==> src/rtl/board_pkg.sv <==
// -----------------------------------------------------------------------------
// board_pkg
// Shared definitions for the checkers board register and its move engine:
// cell codes, board geometry, the reset board layout, FSM state encoding,
// result codes and small cell-addressing helpers.
// No ports (package).
// -----------------------------------------------------------------------------
package board_pkg;

  localparam int BOARD_N    = 8;
  localparam int CELL_W     = 3;
  localparam int BOARD_BITS = 192;

  // Cell codes; 101..111 are reserved and never legal as source or destination.
  localparam logic [2:0] CELL_EMPTY  = 3'b000;
  localparam logic [2:0] CELL_A_MAN  = 3'b001;
  localparam logic [2:0] CELL_B_MAN  = 3'b010;
  localparam logic [2:0] CELL_A_KING = 3'b011;
  localparam logic [2:0] CELL_B_KING = 3'b100;

  localparam logic RESULT_OK      = 1'b0;
  localparam logic RESULT_ILLEGAL = 1'b1;

  // Move FSM state encoding.
  localparam logic [2:0] ST_IDLE       = 3'd0;
  localparam logic [2:0] ST_FETCH      = 3'd1;
  localparam logic [2:0] ST_CHECK      = 3'd2;
  localparam logic [2:0] ST_WRITE_TO   = 3'd3;
  localparam logic [2:0] ST_CLEAR_FROM = 3'd4;
  localparam logic [2:0] ST_CLEAR_MID  = 3'd5;
  localparam logic [2:0] ST_DONE       = 3'd6;
  localparam logic [2:0] ST_REJECT     = 3'd7;

  // Standard opening: men on dark squares ((x+y) odd), A on rows 0..2, B on 5..7.
  function automatic logic [BOARD_BITS-1:0] init_board_f();
    logic [BOARD_BITS-1:0] b;
    b = '0;
    for (int y = 0; y < BOARD_N; y++) begin
      for (int x = 0; x < BOARD_N; x++) begin
        if (((x + y) % 2) == 1) begin
          if (y <= 2) begin
            b[(y * BOARD_N + x) * CELL_W +: CELL_W] = CELL_A_MAN;
          end else if (y >= 5) begin
            b[(y * BOARD_N + x) * CELL_W +: CELL_W] = CELL_B_MAN;
          end
        end
      end
    end
    return b;
  endfunction

  localparam logic [BOARD_BITS-1:0] INIT_BOARD = init_board_f();

  // Bit offset of cell (x,y): (y*8 + x) * 3, at most 189, so 8 bits suffice.
  function automatic logic [7:0] cell_idx(input logic [2:0] x, input logic [2:0] y);
    return {2'b00, y, x} * 8'(CELL_W);
  endfunction

  function automatic logic [2:0] cell_get(input logic [BOARD_BITS-1:0] b,
                                          input logic [2:0] x,
                                          input logic [2:0] y);
    return b[cell_idx(x, y) +: CELL_W];
  endfunction

endpackage

==> src/rtl/move_rule_check.sv <==
// -----------------------------------------------------------------------------
// move_rule_check
// Purely combinational checkers legality rules for one requested move.
// Ports:
//   src_code, dst_code, mid_code  in  3   codes of source, destination, midpoint
//   from_x, from_y, to_x, to_y    in  3   move coordinates
//   player                        in  1   0 = player A, 1 = player B
//   legal                         out 1   move satisfies every rule
//   is_jump                       out 1   move spans two rows (capture shape)
//   promote                       out 1   legal man move landing on far row
// -----------------------------------------------------------------------------
module move_rule_check
  import board_pkg::*;
(
  input  logic [2:0] src_code,
  input  logic [2:0] dst_code,
  input  logic [2:0] mid_code,
  input  logic [2:0] from_x,
  input  logic [2:0] from_y,
  input  logic [2:0] to_x,
  input  logic [2:0] to_y,
  input  logic       player,
  output logic       legal,
  output logic       is_jump,
  output logic       promote
);

  logic [3:0] dx_s;
  logic [3:0] dy_s;
  logic [3:0] adx_s;
  logic [3:0] ady_s;
  logic       own_s;
  logic       opp_mid_s;
  logic       dir_ok_s;
  logic       shape_ok_s;

  // Signed 4-bit deltas and their magnitudes.
  always_comb begin
    dx_s  = {1'b0, to_x} - {1'b0, from_x};
    dy_s  = {1'b0, to_y} - {1'b0, from_y};
    adx_s = dx_s[3] ? (4'd0 - dx_s) : dx_s;
    ady_s = dy_s[3] ? (4'd0 - dy_s) : dy_s;
  end

  // Ownership of the source piece and man direction; reserved codes own nothing.
  always_comb begin
    own_s    = 1'b0;
    dir_ok_s = 1'b0;
    case (src_code)
      CELL_A_MAN: begin
        own_s    = (player == 1'b0);
        dir_ok_s = (dy_s[3] == 1'b0) && (dy_s != 4'd0);
      end
      CELL_A_KING: begin
        own_s    = (player == 1'b0);
        dir_ok_s = 1'b1;
      end
      CELL_B_MAN: begin
        own_s    = (player == 1'b1);
        dir_ok_s = dy_s[3];
      end
      CELL_B_KING: begin
        own_s    = (player == 1'b1);
        dir_ok_s = 1'b1;
      end
      default: begin
        own_s    = 1'b0;
        dir_ok_s = 1'b0;
      end
    endcase
  end

  // The jumped-over cell must hold an opponent man or king.
  always_comb begin
    opp_mid_s = 1'b0;
    if (player == 1'b0) begin
      opp_mid_s = (mid_code == CELL_B_MAN) || (mid_code == CELL_B_KING);
    end else begin
      opp_mid_s = (mid_code == CELL_A_MAN) || (mid_code == CELL_A_KING);
    end
  end

  // Diagonal of length 1, or length 2 over an opponent; from==to fails both.
  always_comb begin
    shape_ok_s = (adx_s == ady_s) &&
                 ((ady_s == 4'd1) || ((ady_s == 4'd2) && opp_mid_s));
    legal      = own_s && (dst_code == CELL_EMPTY) && shape_ok_s && dir_ok_s;
    is_jump    = (ady_s == 4'd2);
    promote    = legal &&
                 (((src_code == CELL_A_MAN) && (to_y == 3'd7)) ||
                  ((src_code == CELL_B_MAN) && (to_y == 3'd0)));
  end

endmodule

==> src/rtl/board_move_engine.sv <==
// -----------------------------------------------------------------------------
// board_move_engine
// Owns the 192-bit checkers board (64 cells x 3 bits, idx = y*8+x). Accepts
// move requests over valid/ready, checks legality, applies the move as
// sequential cell writes (destination, source, captured piece) and reports
// the outcome with a one-cycle done pulse. Also supports direct cell writes
// while idle. Intermediate board states are visible while a move is applied;
// readers should refresh on board_changed.
// Ports:
//   clk, rst                     in       clock, async active-high reset
//   move_valid / move_ready      in/out   move request handshake
//   move_player                  in  1    0 = A, 1 = B
//   from_x, from_y, to_x, to_y   in  3    move coordinates
//   wr_en, wr_x, wr_y, wr_status in       direct cell write (idle only)
//   board                        out 192  current board
//   busy                         out 1    FSM not idle
//   done, result                 out 1    move finished / 0 OK, 1 ILLEGAL
//   captured, promoted           out 1    valid while done=1
//   board_changed                out 1    pulse after any board modification
// -----------------------------------------------------------------------------
module board_move_engine
  import board_pkg::*;
#(
  parameter int BOARD_N = 8,
  parameter int CELL_W  = 3,
  parameter logic [191:0] INIT_BOARD = board_pkg::INIT_BOARD
) (
  input  logic                                clk,
  input  logic                                rst,
  input  logic                                move_valid,
  output logic                                move_ready,
  input  logic                                move_player,
  input  logic [2:0]                          from_x,
  input  logic [2:0]                          from_y,
  input  logic [2:0]                          to_x,
  input  logic [2:0]                          to_y,
  input  logic                                wr_en,
  input  logic [2:0]                          wr_x,
  input  logic [2:0]                          wr_y,
  input  logic [2:0]                          wr_status,
  output logic [BOARD_N*BOARD_N*CELL_W-1:0]   board,
  output logic                                busy,
  output logic                                done,
  output logic                                result,
  output logic                                captured,
  output logic                                promoted,
  output logic                                board_changed
);

  logic [BOARD_N*BOARD_N*CELL_W-1:0] board_r;
  logic [2:0] state_r;
  logic       player_r;
  logic [2:0] fx_r, fy_r, tx_r, ty_r;
  logic [2:0] src_r, dst_r, mid_r;
  logic       jump_r, promote_r;
  logic       done_r, result_r, captured_r, promoted_r, board_changed_r;

  logic [2:0] mid_x_s, mid_y_s;
  logic       legal_s, is_jump_s, promote_s;
  logic [2:0] land_code_s;

  assign mid_x_s = 3'(({1'b0, fx_r} + {1'b0, tx_r}) >> 3'd1);
  assign mid_y_s = 3'(({1'b0, fy_r} + {1'b0, ty_r}) >> 3'd1);

  move_rule_check u_rule (
    .src_code (src_r),
    .dst_code (dst_r),
    .mid_code (mid_r),
    .from_x   (fx_r),
    .from_y   (fy_r),
    .to_x     (tx_r),
    .to_y     (ty_r),
    .player   (player_r),
    .legal    (legal_s),
    .is_jump  (is_jump_s),
    .promote  (promote_s)
  );

  // Code written to the destination: a promoted man becomes its side's king.
  always_comb begin
    land_code_s = src_r;
    if (promote_r) begin
      land_code_s = (src_r == CELL_A_MAN) ? CELL_A_KING : CELL_B_KING;
    end else begin
      land_code_s = src_r;
    end
  end

  // Move FSM, request latch, board writes and registered status outputs.
  always_ff @(posedge clk or posedge rst) begin
    if (rst) begin
      board_r         <= INIT_BOARD;
      state_r         <= ST_IDLE;
      player_r        <= 1'b0;
      fx_r            <= 3'd0;
      fy_r            <= 3'd0;
      tx_r            <= 3'd0;
      ty_r            <= 3'd0;
      src_r           <= CELL_EMPTY;
      dst_r           <= CELL_EMPTY;
      mid_r           <= CELL_EMPTY;
      jump_r          <= 1'b0;
      promote_r       <= 1'b0;
      done_r          <= 1'b0;
      result_r        <= RESULT_OK;
      captured_r      <= 1'b0;
      promoted_r      <= 1'b0;
      board_changed_r <= 1'b0;
    end else begin
      done_r          <= 1'b0;
      board_changed_r <= 1'b0;
      case (state_r)
        ST_IDLE: begin
          // A direct write wins over a move request; move_ready is low then.
          if (wr_en) begin
            board_r[cell_idx(wr_x, wr_y) +: CELL_W] <= wr_status;
            board_changed_r <= 1'b1;
          end else if (move_valid) begin
            player_r <= move_player;
            fx_r     <= from_x;
            fy_r     <= from_y;
            tx_r     <= to_x;
            ty_r     <= to_y;
            state_r  <= ST_FETCH;
          end
        end
        ST_FETCH: begin
          src_r   <= cell_get(board_r, fx_r, fy_r);
          dst_r   <= cell_get(board_r, tx_r, ty_r);
          mid_r   <= cell_get(board_r, mid_x_s, mid_y_s);
          state_r <= ST_CHECK;
        end
        ST_CHECK: begin
          if (legal_s) begin
            jump_r    <= is_jump_s;
            promote_r <= promote_s;
            state_r   <= ST_WRITE_TO;
          end else begin
            done_r     <= 1'b1;
            result_r   <= RESULT_ILLEGAL;
            captured_r <= 1'b0;
            promoted_r <= 1'b0;
            state_r    <= ST_REJECT;
          end
        end
        ST_WRITE_TO: begin
          board_r[cell_idx(tx_r, ty_r) +: CELL_W] <= land_code_s;
          state_r <= ST_CLEAR_FROM;
        end
        ST_CLEAR_FROM: begin
          board_r[cell_idx(fx_r, fy_r) +: CELL_W] <= CELL_EMPTY;
          if (jump_r) begin
            state_r <= ST_CLEAR_MID;
          end else begin
            done_r          <= 1'b1;
            result_r        <= RESULT_OK;
            captured_r      <= 1'b0;
            promoted_r      <= promote_r;
            board_changed_r <= 1'b1;
            state_r         <= ST_DONE;
          end
        end
        ST_CLEAR_MID: begin
          board_r[cell_idx(mid_x_s, mid_y_s) +: CELL_W] <= CELL_EMPTY;
          done_r          <= 1'b1;
          result_r        <= RESULT_OK;
          captured_r      <= 1'b1;
          promoted_r      <= promote_r;
          board_changed_r <= 1'b1;
          state_r         <= ST_DONE;
        end
        ST_DONE: begin
          state_r <= ST_IDLE;
        end
        ST_REJECT: begin
          state_r <= ST_IDLE;
        end
        default: begin
          state_r <= ST_IDLE;
        end
      endcase
    end
  end

  assign move_ready    = (state_r == ST_IDLE) && !wr_en;
  assign busy          = (state_r != ST_IDLE);
  assign board         = board_r;
  assign done          = done_r;
  assign result        = result_r;
  assign captured      = captured_r;
  assign promoted      = promoted_r;
  assign board_changed = board_changed_r;

endmodule

==> config.mk <==
export PLATFORM = sky130hd
export DESIGN_NAME = board_move_engine
export DESIGN_NICKNAME = d
export VERILOG_FILES = /design/src/rtl/board_pkg.sv /design/src/rtl/move_rule_check.sv /design/src/rtl/board_move_engine.sv
export SDC_FILE = /design/constraint.sdc
export NUM_CORES = 1
export LEC_CHECK = 0
export CAP_MARGIN = 20
export CELL_PAD_IN_SITES_DETAIL_PLACEMENT = 1
export CELL_PAD_IN_SITES_GLOBAL_PLACEMENT = 1
export CORE_MARGIN = 2
export CORE_UTILIZATION = 23
export DETAILED_ROUTE_END_ITERATION = 12
export DONT_BUFFER_PORTS = 1
export GPL_TIMING_DRIVEN = 0
export PLACE_DENSITY = 0.47
export SYNTH_ARGS = -nofsm -noshare
export SYNTH_HDL_FRONTEND = slang
export SYNTH_SLANG_ARGS = --single-unit
==> constraint.sdc <==
create_clock -name clk -period 24.3 [get_ports clk]
set_input_delay 4.86 -clock clk [delete_from_list [all_inputs] [get_ports clk]]
set_output_delay 4.86 -clock clk [all_outputs]
set_load 0.02 [all_outputs]
Word level (Yosys, flattened, before mapping)
Index checks and enable logic that the tools add are counted.
{"block": "totals", "ff_bits": 224, "inputBits": 26, "output_inout_bits": 199, "word_cells": 130}
{"block": "classes", "addsub": 10, "n_mul": 4, "n_eq_ne": 24, "n_shift": 11, "n_mux": 30, "bitwise_logic": 3, "n_reduce_logical": 31}
{"cell": "bitwise mux 192 bit", "count": 4}
{"cell": "one-hot mux 192 bit (4 select lines)", "count": 1}
{"cell": "variable shift 3 x 10 -> 192 bit, first input constant", "count": 4}
{"cell": "indexed part select 192 x 9 -> 3 bit", "count": 3}
{"cell": "indexed part select 3 x 10 -> 192 bit", "count": 2}
{"cell": "indexed part select 3 x 10 -> 192 bit, first input constant", "count": 2}
{"cell": "2-to-1 mux 192 bit", "count": 1}
{"cell": "negator 8 -> 10 bit", "count": 4}
{"cell": "multiplier 6 x 2 -> 8 bit, second input constant", "count": 4}
{"cell": "equality test 3 bit, second input constant", "count": 7}
{"cell": "one-hot mux 3 bit (7 select lines)", "count": 1}
{"cell": "equality test 3 x 2 -> 1 bit, second input constant", "count": 6}
{"cell": "one-hot mux 1 bit (3 select lines)", "count": 6}
{"cell": "2-to-1 mux 3 bit", "count": 5}
{"cell": "logical AND 1 bit", "count": 10}
{"cell": "inequality test 2 bit, second input constant", "count": 5}
{"cell": "equality test 3 x 1 -> 1 bit, second input constant", "count": 3}
{"cell": "zero test 3 bit", "count": 3}
{"cell": "adder 3 x 3 -> 4 bit", "count": 2}
{"cell": "2-to-1 mux 1 bit", "count": 8}
{"cell": "2-to-1 mux 4 bit", "count": 2}
{"cell": "nonzero test 4 bit", "count": 2}
{"cell": "OR reduction 2 bit", "count": 4}
{"cell": "subtractor 1 x 4 -> 4 bit, first input constant", "count": 2}
{"cell": "other kinds (12)", "count": 22}

Longest topological paths before layout
Gate-level depths: netlist of run 1.
{"block": "depth", "word_depth": 11, "depth_mapped": 16}

By module
A second synthesis of run 1 with hierarchy kept.
{"block": "unflattened", "hier_cells": 2637, "hier_area_um2": 21561.9}
{"mod": "board_move_engine", "instances": 1, "cells_each": 2556, "area_per_inst_um2": 20930.1}
{"mod": "move_rule_check", "instances": 1, "cells_each": 81, "area_per_inst_um2": 631.9}

Least setup slack after synthesis of run 1
No wires, ideal clock.
{"block": "synth_timing", "path_kind": "in2out", "from": "in wr_en", "to": "out move_ready", "t_arrival_ns": 5.182, "setup_slack_ns": 14.258, "stages": 1, "path_cell_list": "nor2_1"}
{"block": "synth_via", "elab_chain_cells": 2}
{"element": "from (decl)", "line": "board_move_engine.sv:37", "rtl": "input logic wr_en,"}
{"element": "zero test 1 bit", "line": "board_move_engine.sv:185", "rtl": "assign move_ready = (state_r == ST_IDLE) && !wr_en;"}
{"element": "logical AND 1 bit", "line": "board_move_engine.sv:185"}
{"element": "to (decl)", "line": "board_move_engine.sv:31", "rtl": "output logic move_ready,"}
Every way passes these cells.

Worst setup path after layout of run 1
Same ends and word-level chain as after synthesis.

==> summary.md, run 1 <==
| Metric | Value |
|---|---|
| TNS Setup | `0 ns` |
| Via density | `about 6.8` |
| Buffers and inverters on the worst path | `0` |
| Sw Share | `between 60% and 70%` |
| I/O Buffers | `0` |
| DP Area | `about 24000 sq um` |
| Max cap viols | `0` |
| Mean post-synth cell area | `between 8 and 9 sq um` |
| Worst Tran Pin Value | `approximately 1.3 ns` |
| Net Sw Power | `3290 uW` |
| Fin area | `between 20000 and 25000 sq um` |
| Syn nets | `around 2500` |
| Drt wl/cell | `49.1 um` |
| Placed Cells | `roughly 3800` |
| Slew HR | `between 10% and 20%` |
| # fillers | `around 11000` |
| Via count | `26100` |
| DR iter-0 viols | `about 3500` |
| Sequential share of power | `approximately 15%` |
| Outcome | `completed` |
| Gpl congestion | `between 1 and 1.5` |
| Htree depth | `2` |
| Fin. Hold Viols | `0` |
| Asr flop ratio synth | `100%` |
| Combinational cell fraction of total power | `73.8%` |
| Vias in the first global route | `roughly 26000` |
| Critical Path Start Type | `primary input` |
| Post-CTS setup repair buffer count | `0` |
| Core Area | `roughly 92000 sq um` |
| Core Util, Final | `a little over a quarter` |
| CTS tree | `yes` |
| Non-filler cells in the finished layout | `~3800` |
| Main area contributors after synthesis | `dfrtp_1 (23%), mux4_2 (15%), nand2_1 (5.2%)` |
| Ys flop type | `dfrtp_1` |
| Number of synthesized flops with an enable pin | `0` |
| Final Max Slew Viols | `0` |
| CP arrival | `between 5 and 6 ns` |
| Yosys top cell by area | `dfrtp_1` |
| Congestion Overflow GR | `0` |
| Antenna Nets Post-Route | `0` |
| Clock Sinks | `224` |
| Crit-path max cell delay | `0.33 ns` |
| Fin nets | `around 2600` |
| Post-synthesis sequential area ratio | `26.4%` |
| Synth cell types | `approximately 100` |
| Syn Inst Count | `2483` |
| Met3 usage | `a little over an eighth` |
| Fmax | `99.4 MHz` |
| Layout cell share with drive strength beyond 1 | `between 10% and 20%` |
| Power share of the clock group | `between 10 and 15%` |
| Hold Slack | `roughly 0.48 ns` |
| Post_cts resized | `0` |
| Final Cycle Share | `about two fifths` |
| DP Wirelength | `roughly 150000 um` |
| RSZ-0062 raised after global routing | `no` |
| Largest net degree at the start of global routing | `114` |
| Critical Path Slowest Stage Cell | `nor2_1` |
| Remaining DRCs | `0` |
| Hold Path Class | `reg -> reg` |
| Crit path cell chain | `nor2_1` |
| Die Span X | `approximately 310 um` |
| Grt peak-use layer | `met2` |
| Max rail drop VDD | `between 0.09 and 0.1 mV` |
| Starting Density | `23.3%` |
| Crit end category | `output pin` |
| Met1 Track Usage GR | `a little under half` |
| Area growth from synthesis to layout | `16.0%` |
| GRT met2 Usage | `a little under three fifths` |
| Final-report setup violation count | `0` |
| Hold buffer count at cts | `0` |
| Initial antenna violation count | `16` |
| WS Path Type | `in -> out` |
| Die footprint | `about 95000 sq um` |
| Delay-heaviest family, CP | `simple AND/OR/NAND/NOR gates` |
| Clock Skew | `0.0443 ns` |
| CTS Buf Count | `34` |
| Mapped Area | `roughly 21000 sq um` |
| Pint | `1730 uW` |
| First-pass GRT wire length | `approximately 250000 um` |
| Pwr dens | `around 200 nW/um^2` |
| Pre-Repair DR Iteration Count | `5` |
| Critical Path RT | `around 20 ns` |
| Maximum fanout along the worst path | `3` |
| Clock-pin slew on the worst setup and hold paths | `roughly 0.060 ns` |
| Root buf cell | `clkbuf_16` |
| Worst skew pair latency | `about 0.61 ns` |
| GR Util All Layers | `roughly two fifths` |
| Row Count | `roughly 110` |
| FF+latch count, synth | `224` |
| IO Count | `~230` |
| Die Ht | `309 um` |
| Final Critical Period | `between 10 and 15 ns` |
| LEAKAGE | `~0.0085 uW` |
| Synth Warn # | `0` |
| Share of the synthesized area in the top cell type | `23.4%` |
| Total Wirelength | `~190000 um` |
| Clock buffer depth | `3` |
-- cell type report --
type	count	area, sq um	share of cell area (%)
Multi-Input combinational cell	1961	14600	59.0
Sequential cell	224	5640	22.7
Tap cell	1243	1560	6.27
Clock buffer	44	970	3.91
Buffer	202	801	3.23
Timing Repair Buffer	44	582	2.35
Inverter	96	368	1.48
Clock inverter	17	245	0.989
Antenna cell	8	20.0	0.0807
-- final timing paths --
path,end,depth (start not counted),start,slack [ns]
setup reg to reg,flip-flop,14,tx_r[0],17.21
hold reg to reg,dst_r[0],2,dst_r[0],0.48
setup / recovery,move_ready,1,wr_en,14.24
max in group asynchronous,asynchronous set/reset pin,3,rst,18.86
hold / removal,dst_r[0],2,dst_r[0],0.48
min in group asynchronous,ty_r[1],2,rst,4.29
-- per-stage QoR --
step           worst slack (ns)  total power (uW)
2_1_floorplan             13.35              2370
3_3_place_gp               9.85              4070
3_5_place_dp              14.24              4240
4_1_cts                   14.24              4810
5_1_grt                   14.20              5020
6_report                  14.24              5020
-- placed cells by master, fill, tap and decap left out, types with 21 or more instances in the layout --
master / instances
or3_1: 21
a31oi_1: 102
nor4_1: 25
mux4_2: 138
o21ai_0: 107
o22ai_1: 131
mux2i_1: 44
dfstp_2: 24
o32ai_1: 21
nor2_1: 154
a22o_1: 90
nand3_1: 92
and2_1: 24
buf_8: 22
dfrtp_1: 200
a21oi_1: 160
ha_1: 30
clkbuf_1: 148
inv_1: 91
mux2_2: 25
nor3_1: 65
clkbuf_16: 35
buf_1: 27
buf_2: 31
nand2_1: 296
a22oi_1: 32
-- routing by layer --
metal  vias to the layer above  wire [um]
met3                       525      21500
met5                         -         91
met1                     13700      71400
met4                        12      15700
met2                      1920      79900
li1                       9880          -
-- worst register-to-register path: stages (launching register included) --
cell     delay (ns)
dfrtp_1        0.59
buf_2          0.38
buf_2          0.50
buf_2          0.61
buf_2          0.50
inv_1          0.39
ha_1           0.35
buf_2          0.20
nor3b_1        0.20
xnor2_1        0.59
nand3_2        0.62
nor2_1         0.56
a21oi_1        0.13
nor4b_1        1.06
o21ai_0        0.23
-- power by group through the flow --
stage / registers, uW / logic (uW) / clock network, uW
3_5_place_dp: 742 / 3500 / 0
3_3_place_gp: 741 / 3330 / 0
6_report: 755 / 3710 / 560
4_1_cts: 736 / 3510 / 563
2_1_floorplan: 597 / 1770 / 0
5_1_grt: 752 / 3690 / 579
-- Yosys cell counts, types with 17 or more instances --
cell,count
mux2_2,25
inv_1,92
a21oi_1,161
nand2_1,296
nor2_1,154
a31oi_1,102
buf_1,29
nor3_1,67
o22ai_1,131
a22o_1,90
a22oi_1,32
clkbuf_1,145
mux2i_1,45
o32ai_1,21
and3_1,19
or3_1,21
dfstp_2,24
nor4_1,25
dfrtp_1,200
mux4_2,138
o21ai_0,108
nor2b_1,17
buf_2,26
nand3_1,92
a32oi_1,20
ha_1,30
and2_1,24
-- kinds of logic (layout without fill, tap and decap cells) --
logic type                 after synthesis  after routing  share of synthesized area [%]
buffers and inverters                  298            403                           5.42
xor gates and xnor gates                21             21                          0.895
other                                    0              8                              0
adders and majority gates               34             34                           2.13
DFF                                    224            224                           26.4
AOI/OAI and AO/OA                      875            875                           28.3
and+or+nand+nor                        822            822                           18.8
muxes                                  209            209                           18.1
Power figures use the tool's default switching activity.
==> run 2: changes to the inputs <==
--- a/config.mk
+++ b/config.mk
@@ -5,6 +5,7 @@
 export SDC_FILE = /design/constraint.sdc
 export NUM_CORES = 1
 export LEC_CHECK = 0
+export ABC_AREA = 1
 export CAP_MARGIN = 20
 export CELL_PAD_IN_SITES_DETAIL_PLACEMENT = 1
 export CELL_PAD_IN_SITES_GLOBAL_PLACEMENT = 1
@@ -13,7 +14,7 @@
 export DETAILED_ROUTE_END_ITERATION = 12
 export DONT_BUFFER_PORTS = 1
 export GPL_TIMING_DRIVEN = 0
-export PLACE_DENSITY = 0.47
+export PLACE_DENSITY = 0.5
 export SYNTH_ARGS = -nofsm -noshare
 export SYNTH_HDL_FRONTEND = slang
 export SYNTH_SLANG_ARGS = --single-unit
==> constraint.sdc (replaced) <==
create_clock -name clk -period 9.3 [get_ports clk]
set_input_delay 1.86 -clock clk [delete_from_list [all_inputs] [get_ports clk]]
set_output_delay 1.86 -clock clk [all_outputs]
set_load 0.02 [all_outputs]
==> summary.md, run 2 <==
| Metric | Value |
|---|---|
| Hold Path Class | `reg -> reg` |
| WS Path Type | `reg -> reg` |
| Via count | `32300 (+24%)` |
| Share of the synthesized area in the top cell type | `21.5% (-1.9 points)` |
| Hold buffer count at cts | `0 (unchanged)` |
| Layout cell share with drive strength beyond 1 | `7.55% (-7.5 points)` |
| Area growth from synthesis to layout | `13.4%` |
| DP Wirelength | `181000 um (+19%)` |
| Clock Skew | `0.0473 ns (+0.00304 ns)` |
| Grt peak-use layer | `met2` |
| Non-filler cells in the finished layout | `5397 (+41%)` |
| Post-synthesis sequential area ratio | `24.2% (-2.1 points)` |
| Met3 usage | `13.4% (+0.084 points)` |
| Post-CTS setup repair buffer count | `0 (unchanged)` |
| FF+latch count, synth | `224 (unchanged)` |
| Fin. Hold Viols | `0 (unchanged)` |
| LEAKAGE | `0.0109 uW (+28%)` |
| Die Ht | `322 um (+4.2%)` |
| Critical Path RT | `9.77 ns (-9.67 ns)` |
| I/O Buffers | `0 (unchanged)` |
| Vias in the first global route | `31300 (+23%)` |
| Pwr dens | `503 nW/um^2 (+150%)` |
| Crit end category | `flip-flop` |
| Remaining DRCs | `0 (unchanged)` |
| CTS Buf Count | `35 (+2.9%)` |
| Final Cycle Share | `about two thirds` |
| Clock-pin slew on the worst setup and hold paths | `0.06 ns (about the same)` |
| Synth cell types | `55 (-47%)` |
| Most frequent cells in the layout | `nand2_1 (1299), o21ai_0 (487), nand3_1 (422)` |
| Clock Sinks | `224 (unchanged)` |
| DP Area | `25200 sq um (+7.0%)` |
| Root buf cell | `clkbuf_16` |
| Asr flop ratio synth | `100% (unchanged)` |
| Fmax | `between 150 and 200 MHz` |
| Main area contributors after synthesis | `dfrtp_1 (22%), nand2_1 (21%), o21ai_0 (10%)` |
| CP arrival | `6.74 ns (+1.54 ns)` |
| Pre-Repair DR Iteration Count | `5 (unchanged)` |
| Row Count | `116 (+4.5%)` |
| Fin nets | `4130 (+57%)` |
| Yosys top cell by area | `dfrtp_1` |
| RSZ-0062 raised after global routing | `no` |
| Syn nets | `4076 (+60%)` |
| Min-delay src | `dst_r[2]` |
| Hold EP | `dst_r[2]` |
| Max cap viols | `0 (unchanged)` |
| First-pass GRT wire length | `293000 um (+19%)` |
| Mean post-synth cell area | `5.79 sq um (-33%)` |
| Slew HR | `14.1% (+0.37 points)` |
| Initial antenna violation count | `14 (-2)` |
| Antenna Nets Post-Route | `0 (unchanged)` |
| DR iter-0 viols | `4057 (+15%)` |
| Critical Path Start Type | `flip-flop` |
| Outcome | `completed` |
| GRT met2 Usage | `60.7% (+3.6 points)` |
| Synth Warn # | `0 (unchanged)` |
| Htree depth | `2 (unchanged)` |
| Starting Density | `23.2% (-0.034 points)` |
| Largest net degree at the start of global routing | `100 (-12%)` |
| Met1 Track Usage GR | `52.4% (+5.2 points)` |
| Final-report setup violation count | `0 (unchanged)` |
| Placed Cells | `5329 (+42%)` |
| Worst skew pair latency | `0.65 ns (+0.04 ns)` |
| Post-synth top cells | `nand2_1 (1299), o21ai_0 (487), nand3_1 (422)` |
| Clock buffer depth | `3 (unchanged)` |
| Gpl congestion | `1.07 (-3.5%)` |
| Congestion Overflow GR | `0 (unchanged)` |
| Die footprint | `104000 sq um (+8.7%)` |
| IO Count | `225 (unchanged)` |
| CP Launch Point | `fx_r[2]` |
| Reg2reg setup slack | `3.03 ns (-14.18 ns)` |
| Max rail drop VDD | `0.281 mV (+190%)` |
| Ys flop type | `dfrtp_1` |
| Number of synthesized flops with an enable pin | `0 (unchanged)` |
| Maximum fanout along the worst path | `11 (+8)` |
| CTS tree | `yes` |
| GR Util All Layers | `42.2% (+3.5 points)` |
| Final Critical Period | `between 6 and 7 ns` |
| Via density | `5.99 (-12%)` |
| Core Area | `100000 sq um (+8.9%)` |
| Commonest non-fill, non-tap cell in the layout | `nand2_1` |
| Worst Hold Depth | `2 (unchanged)` |
| Worst Tran Pin Value | `1.29 ns (-0.00562 ns)` |
| Total power draw | `13300 uW (+160%)` |
| Post_cts resized | `0 (unchanged)` |
| Fin area | `26400 sq um (+6.4%)` |
| Die Span X | `322 um (+4.2%)` |
| Most frequent cell after synthesis | `nand2_1` |
| Worst r2r src | `fx_r[2]` |
| Total Wirelength | `223000 um (+18%)` |
| Drt wl/cell | `41.3 um (-16%)` |
| Final Max Slew Viols | `0 (unchanged)` |
| Mapped Area | `23300 sq um (+8.8%)` |
| Syn Inst Count | `4016 (+62%)` |
| R2R cell count | `20 (+6)` |
==> run 2: how the worst max path moves through the flow <==
stage | endpoint | slack, ns
3_3_place_gp | asynchronous set/reset pin | -2.60
2_1_floorplan | asynchronous set/reset pin | 1.35
6_report | flip-flop | 3.03
5_1_grt | flip-flop | 2.83
3_5_place_dp | flip-flop | 3.26
4_1_cts | flip-flop | 3.24
==> run 2: cells by family (layout without fill, tap and decap cells) <==
| family | count (synthesis) | count (layout) | synth area share, % |
|---|---|---|---|
| other | 0 | 4 | 0 |
| XOR/XNOR | 8 | 8 | 0.527 |
| flip-flops | 224 | 224 | 24.2 |
| multiplexers | 1 | 1 | 0.0484 |
| buffers and inverters | 579 | 658 | 10.3 |
| AO/OA/AOI/OAI | 873 | 873 | 20.1 |
| AND/OR/NAND/NOR | 2297 | 2297 | 42.8 |
| adder cells (fa/ha/maj) | 34 | 34 | 1.96 |
==> run 2: stage by stage <==
step | setup WS (ns) | util [%] | hold WS, ns | TNS [ns]
3_5_place_dp | 3.26 | 25.1 | 0.481 | 0
4_1_cts | 3.24 | 26.3 | 0.495 | 0
6_report | 3.03 | 26.3 | 0.493 | 0
5_1_grt | 2.83 | 26.3 | 0.516 | 0
3_3_place_gp | -2.60 | 24.8 | 0.470 | -504.93
2_1_floorplan | 1.35 | - | 0.450 | 0
==> run 2: layer usage <==
| layer | part of all wire, % | wire [um] |
|---|---|---|
| met5 | 0.025 | 55 |
| met4 | 9.2 | 20500 |
| met3 | 10 | 23400 |
| met2 | 40 | 89700 |
| met1 | 40 | 89100 |
==> run 2: cell type report <==
cell class / count / area, sq um
Antenna cell: 4 / 10.0
Buffer: 243 / 1130
Clock buffer: 51 / 1050
Clock inverter: 11 / 133
Fill cell: 13000 / 73800
Inverter: 336 / 1280
Multi-Input combinational cell: 3213 / 15200
Sequential cell: 224 / 5640
Tap cell: 1298 / 1620
Timing Repair Buffer: 17 / 300
==> run 2: worst max-delay path, stage by stage, from the launching register on <==
cell      delay [ns]
dfrtp_1         0.38
buf_4           0.22
inv_2           0.09
buf_2           0.33
buf_1           0.68
ha_1            0.49
nand2_1         0.14
nand2_2         0.25
inv_1           0.16
buf_4           0.23
clkbuf_1        0.54
ha_1            0.32
nand3_1         0.10
nand2_1         0.62
nand2_1         0.17
nor2_1          0.31
nand2_1         0.09
o21ai_0         0.27
nand4_1         0.42
nand2_1         0.18
nand2_1         0.07
==> run 2: where the power goes <==
part | internal [uW] | total, uW | switching, uW
combinational | 1900 | 10200 | 8330
sequential | 1130 | 1620 | 493
clock | 838 | 1430 | 590
total | 3870 | 13300 | 9410
